`src/rtl/vga_capture_mod.sv`:
```
// VGA receiver: samples RGB/sync pins on pixel-enable ticks, recovers timing,
// and emits an 8-bit-per-channel pixel stream with x/y coordinates once locked.
module vga_capture_mod #(
    parameter int H_ACTIVE = 640,
    parameter int H_FP     = 16,
    parameter int H_SYNC   = 96,
    parameter int H_BP     = 48,
    parameter int V_ACTIVE = 480,
    parameter int V_FP     = 10,
    parameter int V_SYNC   = 2,
    parameter int V_BP     = 33,
    parameter bit SYNC_ACT = 1'b0
) (
    input  logic       sys_clk_i,
    input  logic       sys_rst_i,
    input  logic       pix_en_i,
    input  logic [3:0] red_i,
    input  logic [3:0] green_i,
    input  logic [3:0] blue_i,
    input  logic       hsync_i,
    input  logic       vsync_i,
    output logic       pix_valid_o,
    output logic [9:0] pix_x_o,
    output logic [9:0] pix_y_o,
    output logic [7:0] red_o,
    output logic [7:0] green_o,
    output logic [7:0] blue_o,
    output logic       frame_start_o,
    output logic       locked_o,
    output logic       err_o
);
    localparam int H_TOTAL = H_ACTIVE + H_FP + H_SYNC + H_BP;
    localparam int V_TOTAL = V_ACTIVE + V_FP + V_SYNC + V_BP;
    localparam int H_START = H_SYNC + H_BP;
    localparam int V_START = V_SYNC + V_BP;

    localparam logic [10:0] H_LAST = 11'(H_TOTAL - 1);
    localparam logic [10:0] H_LO   = 11'(H_START);
    localparam logic [10:0] H_HI   = 11'(H_START + H_ACTIVE);
    localparam logic [9:0]  V_LO   = 10'(V_START);
    localparam logic [9:0]  V_HI   = 10'(V_START + V_ACTIVE);
    localparam logic [9:0]  V_TOT  = 10'(V_TOTAL);

    typedef enum logic [1:0] {HUNT, MEASURE, LOCKED} state_t;
    state_t r_state, w_state_next;

    logic        r_hs_prev, r_vs_prev;
    logic [10:0] r_h_cnt, w_h_next;
    logic [9:0]  r_v_cnt, w_v_next;
    logic [9:0]  r_line_cnt, w_line_next;
    logic        r_meas_ok, w_meas_ok_next;
    logic        r_err, w_err_set;
    logic        w_hs_act, w_vs_act, w_hs_lead, w_vs_lead;
    logic        w_line_bad, w_frame_bad, w_active;
    logic [9:0]  w_x, w_y;

    assign w_hs_act    = (hsync_i == SYNC_ACT);
    assign w_vs_act    = (vsync_i == SYNC_ACT);
    assign w_hs_lead   = pix_en_i && w_hs_act && !r_hs_prev;
    assign w_vs_lead   = pix_en_i && w_vs_act && !r_vs_prev;
    // A line ending on hs_lead is good when the counter reached exactly H_TOTAL-1.
    assign w_line_bad  = w_hs_lead && (r_h_cnt != H_LAST);
    assign w_frame_bad = w_vs_lead && (r_line_cnt != V_TOT);

    always_comb begin
        w_h_next    = r_h_cnt;
        w_v_next    = r_v_cnt;
        w_line_next = r_line_cnt;
        if (w_hs_lead) begin
            w_h_next = '0;
        end else if (r_h_cnt != '1) begin
            w_h_next = r_h_cnt + 11'd1;
        end
        if (w_vs_lead) begin
            w_v_next = '0;
        end else if (w_hs_lead && r_v_cnt != '1) begin
            w_v_next = r_v_cnt + 10'd1;
        end
        // A coincident hs_lead opens the new frame, so it seeds the line count.
        if (w_vs_lead) begin
            w_line_next = {9'd0, w_hs_lead};
        end else if (w_hs_lead && r_line_cnt != '1) begin
            w_line_next = r_line_cnt + 10'd1;
        end
    end

    always_comb begin
        w_state_next   = r_state;
        w_meas_ok_next = r_meas_ok;
        w_err_set      = 1'b0;
        case (r_state)
            HUNT: begin
                if (w_vs_lead) begin
                    w_state_next   = MEASURE;
                    w_meas_ok_next = 1'b1;
                end
            end
            MEASURE: begin
                if (w_vs_lead) begin
                    w_meas_ok_next = 1'b1;
                    if (r_meas_ok && !w_line_bad && !w_frame_bad) begin
                        w_state_next = LOCKED;
                    end else begin
                        w_err_set = 1'b1;
                    end
                end else if (w_line_bad) begin
                    w_meas_ok_next = 1'b0;
                    w_err_set      = 1'b1;
                end
            end
            LOCKED: begin
                if (w_line_bad || w_frame_bad) begin
                    w_state_next = HUNT;
                    w_err_set    = 1'b1;
                end
            end
            default: w_state_next = HUNT;
        endcase
    end

    always_ff @(posedge sys_clk_i) begin
        if (!sys_rst_i) begin
            r_state <= HUNT;
        end else begin
            r_state <= w_state_next;
        end
    end

    assign w_x      = 10'(w_h_next - H_LO);
    assign w_y      = 10'(w_v_next - V_LO);
    assign w_active = pix_en_i && (r_state == LOCKED) &&
                      (w_h_next >= H_LO) && (w_h_next < H_HI) &&
                      (w_v_next >= V_LO) && (w_v_next < V_HI);

    always_ff @(posedge sys_clk_i) begin
        if (!sys_rst_i) begin
            r_hs_prev     <= 1'b0;
            r_vs_prev     <= 1'b0;
            r_h_cnt       <= '0;
            r_v_cnt       <= '0;
            r_line_cnt    <= '0;
            r_meas_ok     <= 1'b0;
            r_err         <= 1'b0;
            pix_valid_o   <= 1'b0;
            frame_start_o <= 1'b0;
            pix_x_o       <= '0;
            pix_y_o       <= '0;
            red_o         <= '0;
            green_o       <= '0;
            blue_o        <= '0;
        end else begin
            r_meas_ok     <= w_meas_ok_next;
            pix_valid_o   <= w_active;
            frame_start_o <= w_active && (w_x == '0) && (w_y == '0);
            if (w_err_set) begin
                r_err <= 1'b1;
            end
            if (pix_en_i) begin
                r_hs_prev  <= w_hs_act;
                r_vs_prev  <= w_vs_act;
                r_h_cnt    <= w_h_next;
                r_v_cnt    <= w_v_next;
                r_line_cnt <= w_line_next;
            end
            if (w_active) begin
                pix_x_o <= w_x;
                pix_y_o <= w_y;
                red_o   <= {red_i, red_i};
                green_o <= {green_i, green_i};
                blue_o  <= {blue_i, blue_i};
            end
        end
    end

    assign locked_o = (r_state == LOCKED);
    assign err_o    = r_err;

endmodule

```
`config.mk`:
```
export PLATFORM = sky130hd
export DESIGN_NAME = vga_capture_mod
export DESIGN_NICKNAME = d
export VERILOG_FILES = /design/src/rtl/vga_capture_mod.sv
export SDC_FILE = /design/constraint.sdc
export NUM_CORES = 1
export LEC_CHECK = 0
export BUFFER_PORTS_ARGS = -buffer_cell sky130_fd_sc_hd__buf_2
export CORE_MARGIN = 2
export CORE_UTILIZATION = 57
export CTS_CLUSTER_SIZE = 14
export DETAILED_ROUTE_END_ITERATION = 10
export PLACE_DENSITY = 0.8
export SLEW_MARGIN = 25
export SYNTH_ARGS = -nofsm -noshare
export SYNTH_HDL_FRONTEND = slang
export SYNTH_SLANG_ARGS = --single-unit
```
`constraint.sdc`:
```
create_clock -name sys_clk_i -period 5.07 [get_ports sys_clk_i]
set_input_delay 0 -clock sys_clk_i [delete_from_list [all_inputs] [get_ports sys_clk_i]]
set_output_delay 0 -clock sys_clk_i [all_outputs]
set_load 0.1 [all_outputs]
```
==> impl_metrics.csv, run 1 <==
group,metric,value,unit
timing,final.setup.tns,0,ps
cells_and_area,mostFrequentLayoutCells,"dfxtp_1 (71), buf_2 (64), nor2_1 (55)",
clock_tree,cts_tree,"done",
timing,fmax,261,MHz
global_routing,antenna_found_initial,0,
logic_synthesis,syn_avg_cell_area,8.12,um^2
floorplan,rows,30,
logic_synthesis,synth_xor_area_frac,0.0473,
critical_path,path_cells,"ha_1 > and3_1 > a31oi_1 > mux2i_1 > nor2_1 > ha_1 > o31a_1 > or4b_1 > a211o_4 > o41ai_2",
cells_and_area,final_common_cell,"dfxtp_1",
floorplan,die_area,0.00784,mm^2
cells_and_area,drive_gt1_frac,0.186,
logic_synthesis,yosysWarnings,0,
cells_and_area,fillers,560,
pwr,powerDensity,276,mW/mm^2
floorplan,core-area,0.00687,mm^2
critical_path,critPathKind,"reg -> reg",
logic_synthesis,synthMuxAreaShare,0.0393,
critical_path,cpMaxStageDelayCell,"a211o_4",
timing,final_max_slew_viol_count,0,
floorplan,boundaryPins,65,
drt,vias,3836,
clock_tree,path_clk_slew,80,ps
timing,finClkSkew,16.2,ps
logic_synthesis,ys_ff_latch,71,
run_status,status,"finished clean",
hold_path,hold_class,"in -> reg",
drt,drc_errors,0,
logic_synthesis,synth_top_family_by_area,"simple AND/OR/NAND/NOR gates",
logic_synthesis,dominantRegCellSynth,"dfxtp_1",
pwr,p_leak,1.90,nW
drt,drt-total-wl,9800,um
logic_synthesis,synth_top_area_cell,"dfxtp_1",
critical_path,required,5330,ps
clock_tree,clockBufferDepth,2,
logic_synthesis,syn_area,0.00407,mm^2
drt,final_antenna_net_count,0,
logic_synthesis,yosysSeqAreaShare,0.349,
logic_synthesis,yosys.area_share.adder,0.0399,
logic_synthesis,synth_compound_area_frac,0.186,
logic_synthesis,yosysTopAreaCellShare,0.349,
timing,finalCritPeriodShare,0.756,
cells_and_area,num_antenna_cells,0,
global_routing,grt_max_degree,66,
placement,port_buffers,64,
logic_synthesis,synth_cell_types,61,
logic_synthesis,async_flop_share,0,
floorplan,initial_utilization,0.593,
timing,whs,143,ps
critical_path,slowest_delay,600,ps
pwr,peakVddDrop,0.183,mV
global_routing,grt_pass1_wl,15400,um
timing,slew_headroom,0.443,
cells_and_area,syn2layout_area_growth,15.6,%
global_routing,grt_usage,0.252,
critical_path,cp_max_fo,65,
timing,rsz0062_at_grt,"no",
timing,worstMarginPinSlew,829,ps
critical_path,critPathLaunchType,"register",
critical_path,end_kind,"register",
clock_tree,cts_sinks,71,
logic_synthesis,synth_area_leaders,"dfxtp_1 (35%), nand3_1 (5.5%), nor2_1 (5.1%)",
timing,hold_viol_final,0,
critical_path,crit_top_cell,"ha_1",
cells_and_area,num-nets-final,580,
drt,dr.pass1.iters,5,
drt,drt_iter0_drc,210,
logic_synthesis,synthSimpleGateAreaFrac,0.273,
logic_synthesis,synth_edf_count,0,
flow_run,cap_viol_max_count,0,
timing,period_needed,3830,ps
placement,dpl.hpwl,6410,um
floorplan,fp.dieH,88.5,um
clock_tree,postCtsSetupBuffers,0,
drt,detail_route.wl_per_cell,15.0,um
global_routing,overflow,0,
timing,setup_viol,0,
logic_synthesis,syn_nets,532,
global_routing,grt_pass1_vias,3273,
clock_tree,ctsHtreeMaxLevel,3,
drt,vias_per_cell,5.89,
placement,gp_congestion,0.939,
floorplan,fp.dieW,88.5,um
clock_tree,cts-root-buf,"clkbuf_8",
clock_tree,clk_latency,360,ps
clock_tree,cts_made_buffers,9,
critical_path,critPathArrivalTime,4090,ps
logic_synthesis,syn_inst,502,
layer usage:
layer	track usage	routed length (um)	vias to the layer above
met2	0.411	4740	120
met1	0.329	4400	1783
li1	-	-	1909
met3	0.0438	452	24
met4	0.109	203	0
met5	0	0	-
state kept, by name, summed over array words and instances, names as in the netlist, 2 cells and up:
signal      flops
pix_y_o        10
pix_x_o        10
r_line_cnt     10
r_h_cnt        11
r_v_cnt        10
blue_o          4
r_state         2
red_o           4
green_o         4
cell families (layout without fill, tap and decap cells):
logic type / after synthesis / in the layout
AND/OR/NAND/NOR: 218 / 218
AO/OA/AOI/OAI: 108 / 108
flip-flops: 71 / 71
buffers and inverters: 54 / 107
XOR/XNOR: 22 / 22
multiplexers: 16 / 16
adder cells (fa/ha/maj): 13 / 13
power breakdown:
| group | leakage (nW) | switching, mW | internal [mW] |
|---|---|---|---|
| registers | 0.573 | 0.0103 | 0.568 |
| logic | 1.20 | 0.101 | 0.0542 |
| clock network | 0.126 | 0.234 | 0.334 |
| total | 1.90 | 0.345 | 0.956 |
worst paths after layout:
check | to | from | cells after the start | slack (ps)
setup / recovery | pix_y_o[7] | r_v_cnt[0] | 10 | 1240
hold / removal | r_vs_prev | pix_en_i | 3 | 140
setup reg to reg | pix_y_o[7] | r_v_cnt[0] | 10 | 1240
hold reg to reg | pix_y_o[1] | pix_y_o[1] | 2 | 460
repair_timing:
item	4_1_cts	5_1_grt
hold buffers	14	0
resized for setup	0	0
hold endpoints to repair	14	0
per-stage QoR:
step | std cells | utilization | power [mW] | cell area, um^2 | setup WS [ps]
2_1_floorplan | 502 | - | 0.702 | 4070 | 1410
3_3_place_gp | 621 | 0.628 | 0.729 | 4310 | 1270
3_5_place_dp | 621 | 0.628 | 0.734 | 4310 | 1160
4_1_cts | 651 | 0.685 | 1.31 | 4700 | 1110
5_1_grt | 651 | 0.686 | 1.35 | 4710 | 988
6_report | 651 | 0.686 | 1.30 | 4710 | 1240
area by class of cell:
class                           count  area (um^2)  area share
Timing Repair Buffer               82          490       0.104
Clock buffer                        9          124      0.0263
Inverter                            9         33.8     0.00717
Clock inverter                      7          128      0.0271
Tap cell                           96          120      0.0255
Multi-Input combinational cell    377         2390       0.508
Sequential cell                    71         1420       0.302
critical path, delay by kind of cell (launching register included):
kind	cells	cell delay (ps)
fa+ha+maj	2	570
simple gates	3	830
mux	1	280
flops	1	360
compound gates	4	1680
cell usage after synthesis, types with 3 or more instances:
cell       n
a211oi_1   5
a21oi_1   17
a31oi_1   11
a41oi_1    3
and2_1     7
and3_1    11
and4_1     9
buf_1      6
buf_2      5
buf_4     12
clkbuf_1  20
dfxtp_1   71
ha_1      13
inv_1      9
mux2i_1   16
nand2_1   44
nand2b_1   4
nand3_1   45
nand4_1    8
nor2_1    55
nor3_1    13
nor4_1     4
o21ai_0   24
o21ai_1   11
o31a_1     3
o31ai_2    7
or3_1      5
xnor2_1   10
xor2_1    12
Power figures use the tool's default switching activity.
==> run 2: changes to the inputs <==
- clock period: 5.07 -> 3.6 ns (I/O delays scaled with it)
==> impl_metrics.csv, run 2 (synthesized netlist as in run 1, its figures left out) <==
group,metric,value,unit
clock_tree,cts_made_buffers,9,
drt,topRoutingLayerUsed,"met4",
clock_tree,clk_latency,360,ps
drt,wl_met2,4840,um
timing,slew_headroom,0.515,
drt,detail_route.wl_per_cell,15.3,um
pwr,finalPower,1.68,mW
global_routing,grt_max_degree,58,
timing,hold_viol_final,0,
drt,wl_met1,4540,um
hold_path,hold_class,"in -> reg",
cells_and_area,num_antenna_cells,0,
floorplan,fp.dieH,88.5,um
placement,pre_cts_ws,58.7,ps
cells_and_area,finalNonFillerCells,666,
pwr,peakVddDrop,0.345,mV
timing,fmax,292,MHz
critical_path,cp_max_fo,12,
critical_path,critPathArrivalTime,3670,ps
floorplan,initial_utilization,0.593,
placement,placedCellCount,636,
critical_path,path_cells,"ha_2 > and3_2 > a31oi_4 > mux2i_2 > nor2_1 > ha_2 > o31a_1 > or4b_1 > a211o_4 > buf_4 > o41ai_2",
global_routing,grt_usage,0.259,
drt,vias_per_cell,5.88,
critical_path,critPathBufInv,1,
critical_path,critPathKind,"reg -> reg",
drt,drt_iter0_drc,274,
drt,drt-total-wl,10200,um
timing,finalCritPeriodShare,0.950,
clock_tree,clockBufferDepth,2,
floorplan,rows,30,
drt,vias,3915,
floorplan,die_area,0.00784,mm^2
clock_tree,cts_sinks,71,
run_status,status,"finished clean",
critical_path,cpMaxStageDelayCell,"or4b_1",
critical_path,timing.rr.end,"pix_y_o[7]",
drt,route.met3.wl,589,um
global_routing,overflow,0,
drt,final_antenna_net_count,0,
clock_tree,postCtsSetupBuffers,0,
cells_and_area,drive_gt1_frac,0.212,
critical_path,regToRegSetupSlack,180,ps
timing,setup_viol,0,
floorplan,fp.dieW,88.5,um
critical_path,end_kind,"register",
critical_path,critPathLaunchType,"register",
critical_path,required,3850,ps
drt,dr.pass1.iters,5,
clock_tree,cts_tree,"done",
timing,setup_ws,181,ps
global_routing,antenna_found_initial,0,
critical_path,timing.rr.start,"r_v_cnt[1]",
drt,drc_errors,0,
hold_path,worst_hold_path.endpoint,"r_vs_prev",
pwr,powerDensity,350,mW/mm^2
critical_path,crit_family,"compound AO/OA/AOI/OAI gates",
global_routing,grt_pass1_wl,15900,um
placement,gp_congestion,1.00,
cells_and_area,regMostFlops,"r_h_cnt",
pwr,p_leak,1.94,nW
clock_tree,ctsHtreeMaxLevel,3,
hold_path,hold_depth,3,
clock_tree,cts-root-buf,"clkbuf_8",
global_routing,grt_pass1_vias,3361,
timing,final_max_slew_viol_count,0,
cells_and_area,final_common_cell,"dfxtp_1",
cells_and_area,num-nets-final,595,
critical_path,worstRegToRegCells,11,
timing,final.setup.tns,0,ps
cells_and_area,fillers,573,
flow_run,cap_viol_max_count,0,
timing,period_needed,3420,ps
placement,dpl.hpwl,6780,um
timing,worstMarginPinSlew,724,ps
cells_and_area,largest_reg_flops,11,
floorplan,boundaryPins,65,
cells_and_area,syn2layout_area_growth,18.0,%
floorplan,core-area,0.00687,mm^2
timing,finClkSkew,11.4,ps
cells_and_area,mostFrequentLayoutCells,"dfxtp_1 (71), buf_2 (64), nor2_1 (55)",
placement,port_buffers,64,
timing,rsz0062_at_grt,"no",
hold_path,min_from,"pix_en_i",
critical_path,slowest_delay,490,ps
clock_tree,path_clk_slew,80,ps
critical_path,crit_top_cell,"ha_2",
timing,whs,166,ps
[run 2: cell types whose count changed in the layout (fill, tap and decap cells not counted), sizes merged]
cell	change
inv	-2
clkinvlp	+3
bufinv	-2
clkbuf	+1
buf	+15
[run 2: metrics by stage]
stage | instance area, um^2 | utilization
2_1_floorplan | 4080 | -
3_3_place_gp | 4440 | 0.647
3_5_place_dp | 4440 | 0.647
4_1_cts | 4790 | 0.697
5_1_grt | 4810 | 0.700
6_report | 4810 | 0.700
[run 2: routing by layer]
metal  vias to the layer above  GRT usage
li1                       1928          -
met4                         0     0.0854
met5                         -          0
met1                      1813      0.336
met2                       150      0.429
met3                        24     0.0597
[run 2: worst max path at each step]
| stage | startpoint | to | slack [ps] | cells after the start |
|---|---|---|---|---|
| detailed placement | r_v_cnt[1] | pix_y_o[7] | 60 | 11 |
| CTS | r_v_cnt[1] | pix_y_o[7] | 40 | 11 |
| global route | r_v_cnt[1] | pix_y_o[7] | 40 | 11 |
| floorplan | r_hs_prev | pix_x_o[0] | 20 | 15 |
| finish | r_v_cnt[1] | pix_y_o[7] | 180 | 11 |
| global placement | r_v_cnt[1] | pix_y_o[7] | 190 | 11 |
[run 2: power breakdown]
| part | switching (mW) | internal (mW) | total (mW) |
|---|---|---|---|
| Combinational | 0.144 | 0.0810 | 0.225 |
| Sequential | 0.0140 | 0.800 | 0.814 |
| Clock | 0.321 | 0.323 | 0.645 |
[run 2: what timing repair did]
item | in CTS | in global routing
hold buffers | 14 | 0
endpoints found under the hold margin | 14 | 0
setup endpoints to repair | 1 | 8
resized for setup | 1 | 6
pin swaps | 0 | 1
gates cloned | 0 | 0
[run 2: layout make-up]
class	instances	area, um^2	share of cell area
Tap cell	96	120	0.0250
Inverter	9	33.8	0.00703
Clock inverter	6	70.1	0.0146
Timing Repair Buffer	97	616	0.128
Clock buffer	10	128	0.0265
Sequential cell	71	1420	0.296
Multi-Input combinational cell	377	2420	0.503
[run 2: worst min-delay path, delay by kind of cell]
kind	cells	cell delay, ps
compound gates	1	120
buf+inv	2	360
==> run 3: changes to the inputs <==
- CELL_PAD_IN_SITES_DETAIL_PLACEMENT: default -> 1
- CELL_PAD_IN_SITES_GLOBAL_PLACEMENT: default -> 1
- CORE_ASPECT_RATIO: default -> 0.75
- CORE_UTILIZATION: 57 -> 42
==> impl_metrics.csv, run 3 (synthesized netlist as in run 1, its figures left out) <==
group,metric,value,unit
drt,drc_errors,0,
clock_tree,cts-root-buf,"clkbuf_16",
clock_tree,clockBufferDepth,2,
timing,hold_viol_final,0,
critical_path,critPathKind,"reg -> reg",
placement,placed_cell_area,0.00448,mm^2
critical_path,worstRegToRegCells,11,
timing,finalCritPeriodShare,0.961,
clock_tree,path_clk_slew,60,ps
clock_tree,cts_sinks,71,
run_status,status,"finished clean",
floorplan,boundaryPins,65,
clock_tree,ctsHtreeMaxLevel,3,
global_routing,grt_max_degree,58,
placement,gp_congestion,0.898,
cells_and_area,num_antenna_cells,0,
drt,detail_route.wl_per_cell,17.9,um
placement,port_buffers,64,
floorplan,fp.dieW,118,um
cells_and_area,post-route-util,0.521,
pwr,peakVddDrop,0.271,mV
clock_tree,clk_latency,330,ps
floorplan,fp.dieH,89.3,um
timing,slew_headroom,0.372,
timing,setup_viol,0,
timing,fmax,289,MHz
global_routing,antenna_found_initial,0,
floorplan,die_area,0.0105,mm^2
global_routing,grt_usage,0.235,
hold_path,worst_hold_path.endpoint,"r_vs_prev",
timing,final_max_slew_viol_count,0,
hold_path,hold_class,"in -> reg",
cells_and_area,drive_gt1_frac,0.217,
critical_path,timing.rr.start,"r_v_cnt[1]",
drt,drt_iter0_drc,220,
global_routing,overflow,0,
drt,drt-total-wl,12600,um
cells_and_area,final_common_cell,"dfxtp_1",
pwr,p_leak,2.02,nW
flow_run,cap_viol_max_count,0,
critical_path,regToRegSetupSlack,140,ps
timing,finClkSkew,8.19,ps
critical_path,path_cells,"ha_1 > and3_2 > a31oi_4 > xnor2_1 > nor2_1 > ha_2 > o31a_1 > or4b_1 > a211o_2 > buf_6 > o41ai_2",
timing,period_needed,3460,ps
global_routing,grt_pass1_wl,19900,um
cells_and_area,regMostFlops,"r_h_cnt",
cells_and_area,mostFrequentLayoutCells,"dfxtp_1 (71), buf_2 (64), nor2_1 (55)",
hold_path,hold_depth,3,
drt,vias_per_cell,5.69,
drt,dr.pass1.iters,4,
cells_and_area,final_cell_area,0.00497,mm^2
placement,placedCellCount,673,
global_routing,grt_pass1_vias,3920,
critical_path,cpMaxStageDelayCell,"or4b_1",
cells_and_area,syn2layout_area_growth,22.0,%
pwr,finalPower,1.97,mW
floorplan,initial_utilization,0.427,
drt,vias,4000,
timing,worstMarginPinSlew,940,ps
critical_path,critPathLaunchType,"register",
pwr,powerDensity,397,mW/mm^2
hold_path,min_from,"pix_en_i",
critical_path,slowest_delay,470,ps
critical_path,cp_max_fo,34,
critical_path,end_kind,"register",
timing,whs,228,ps
critical_path,required,3830,ps
cells_and_area,num-nets-final,596,
cells_and_area,finalNonFillerCells,703,
floorplan,rows,31,
clock_tree,cts_made_buffers,9,
clock_tree,cts_tree,"done",
critical_path,timing.rr.end,"pix_x_o[0]",
cells_and_area,largest_reg_flops,11,
placement,dpl.hpwl,8570,um
critical_path,critPathArrivalTime,3690,ps
floorplan,core-area,0.00954,mm^2
drt,final_antenna_net_count,0,
-- run 3: final cells by class --
| cell class | count | area, um^2 |
|---|---|---|
| inverter | 9 | 33.8 |
| sequential | 71 | 1420 |
| clock inverter | 5 | 56.3 |
| timing repair buffer | 98 | 618 |
| fill | 1200 | 4570 |
| tap | 132 | 165 |
| clock buffer | 11 | 253 |
| multi-input combinational | 377 | 2420 |
-- run 3: critical path: cells and delay by family (launching register included) --
family | cells | cell delay [ps]
xor gates and xnor gates | 1 | 280
and+or+nand+nor | 3 | 860
adders and majority gates | 2 | 500
AOI/OAI and AO/OA | 4 | 1100
DFF | 1 | 410
buffers and inverters | 1 | 200
-- run 3: worst max path at each step --
stage / endpoint / depth (start not counted) / slack (ps) / from
global route: frame_start_o / 12 / -10 / r_v_cnt[1]
floorplan: pix_x_o[0] / 15 / 20 / r_hs_prev
CTS: pix_x_o[0] / 11 / 40 / r_v_cnt[1]
detailed placement: frame_start_o / 12 / 50 / r_v_cnt[1]
finish: pix_x_o[0] / 11 / 140 / r_v_cnt[1]
global placement: pix_y_o[7] / 11 / 190 / r_v_cnt[1]
-- run 3: through the flow --
step	setup WS [ps]	setup TNS, ps
2_1_floorplan	15.1	0
3_3_place_gp	192	0
3_5_place_dp	49.3	0
4_1_cts	35.6	0
5_1_grt	-14.8	-28.2
6_report	141	0
-- run 3: repair_timing --
| item | in CTS | in global routing |
|---|---|---|
| setup buffers | 0 | 0 |
| endpoints found under the hold margin | 14 | 0 |
| pin swaps | 0 | 1 |
| gates resized for setup | 1 | 7 |
| hold buffers | 14 | 0 |
| setup endpoints to repair | 1 | 33 |
-- run 3: where the power goes --
| part | internal (mW) | switching, mW | total [mW] |
|---|---|---|---|
| Sequential | 0.801 | 0.0151 | 0.816 |
| Combinational | 0.0824 | 0.154 | 0.236 |
| Clock | 0.573 | 0.349 | 0.922 |
| Total | 1.46 | 0.518 | 1.97 |
-- run 3: layer usage --
metal / global-route usage / share of wire
met1: 0.309 / 0.46
met2: 0.397 / 0.48
met3: 0.0478 / 0.045
met5: 0 / 0
met4: 0.0712 / 0.016
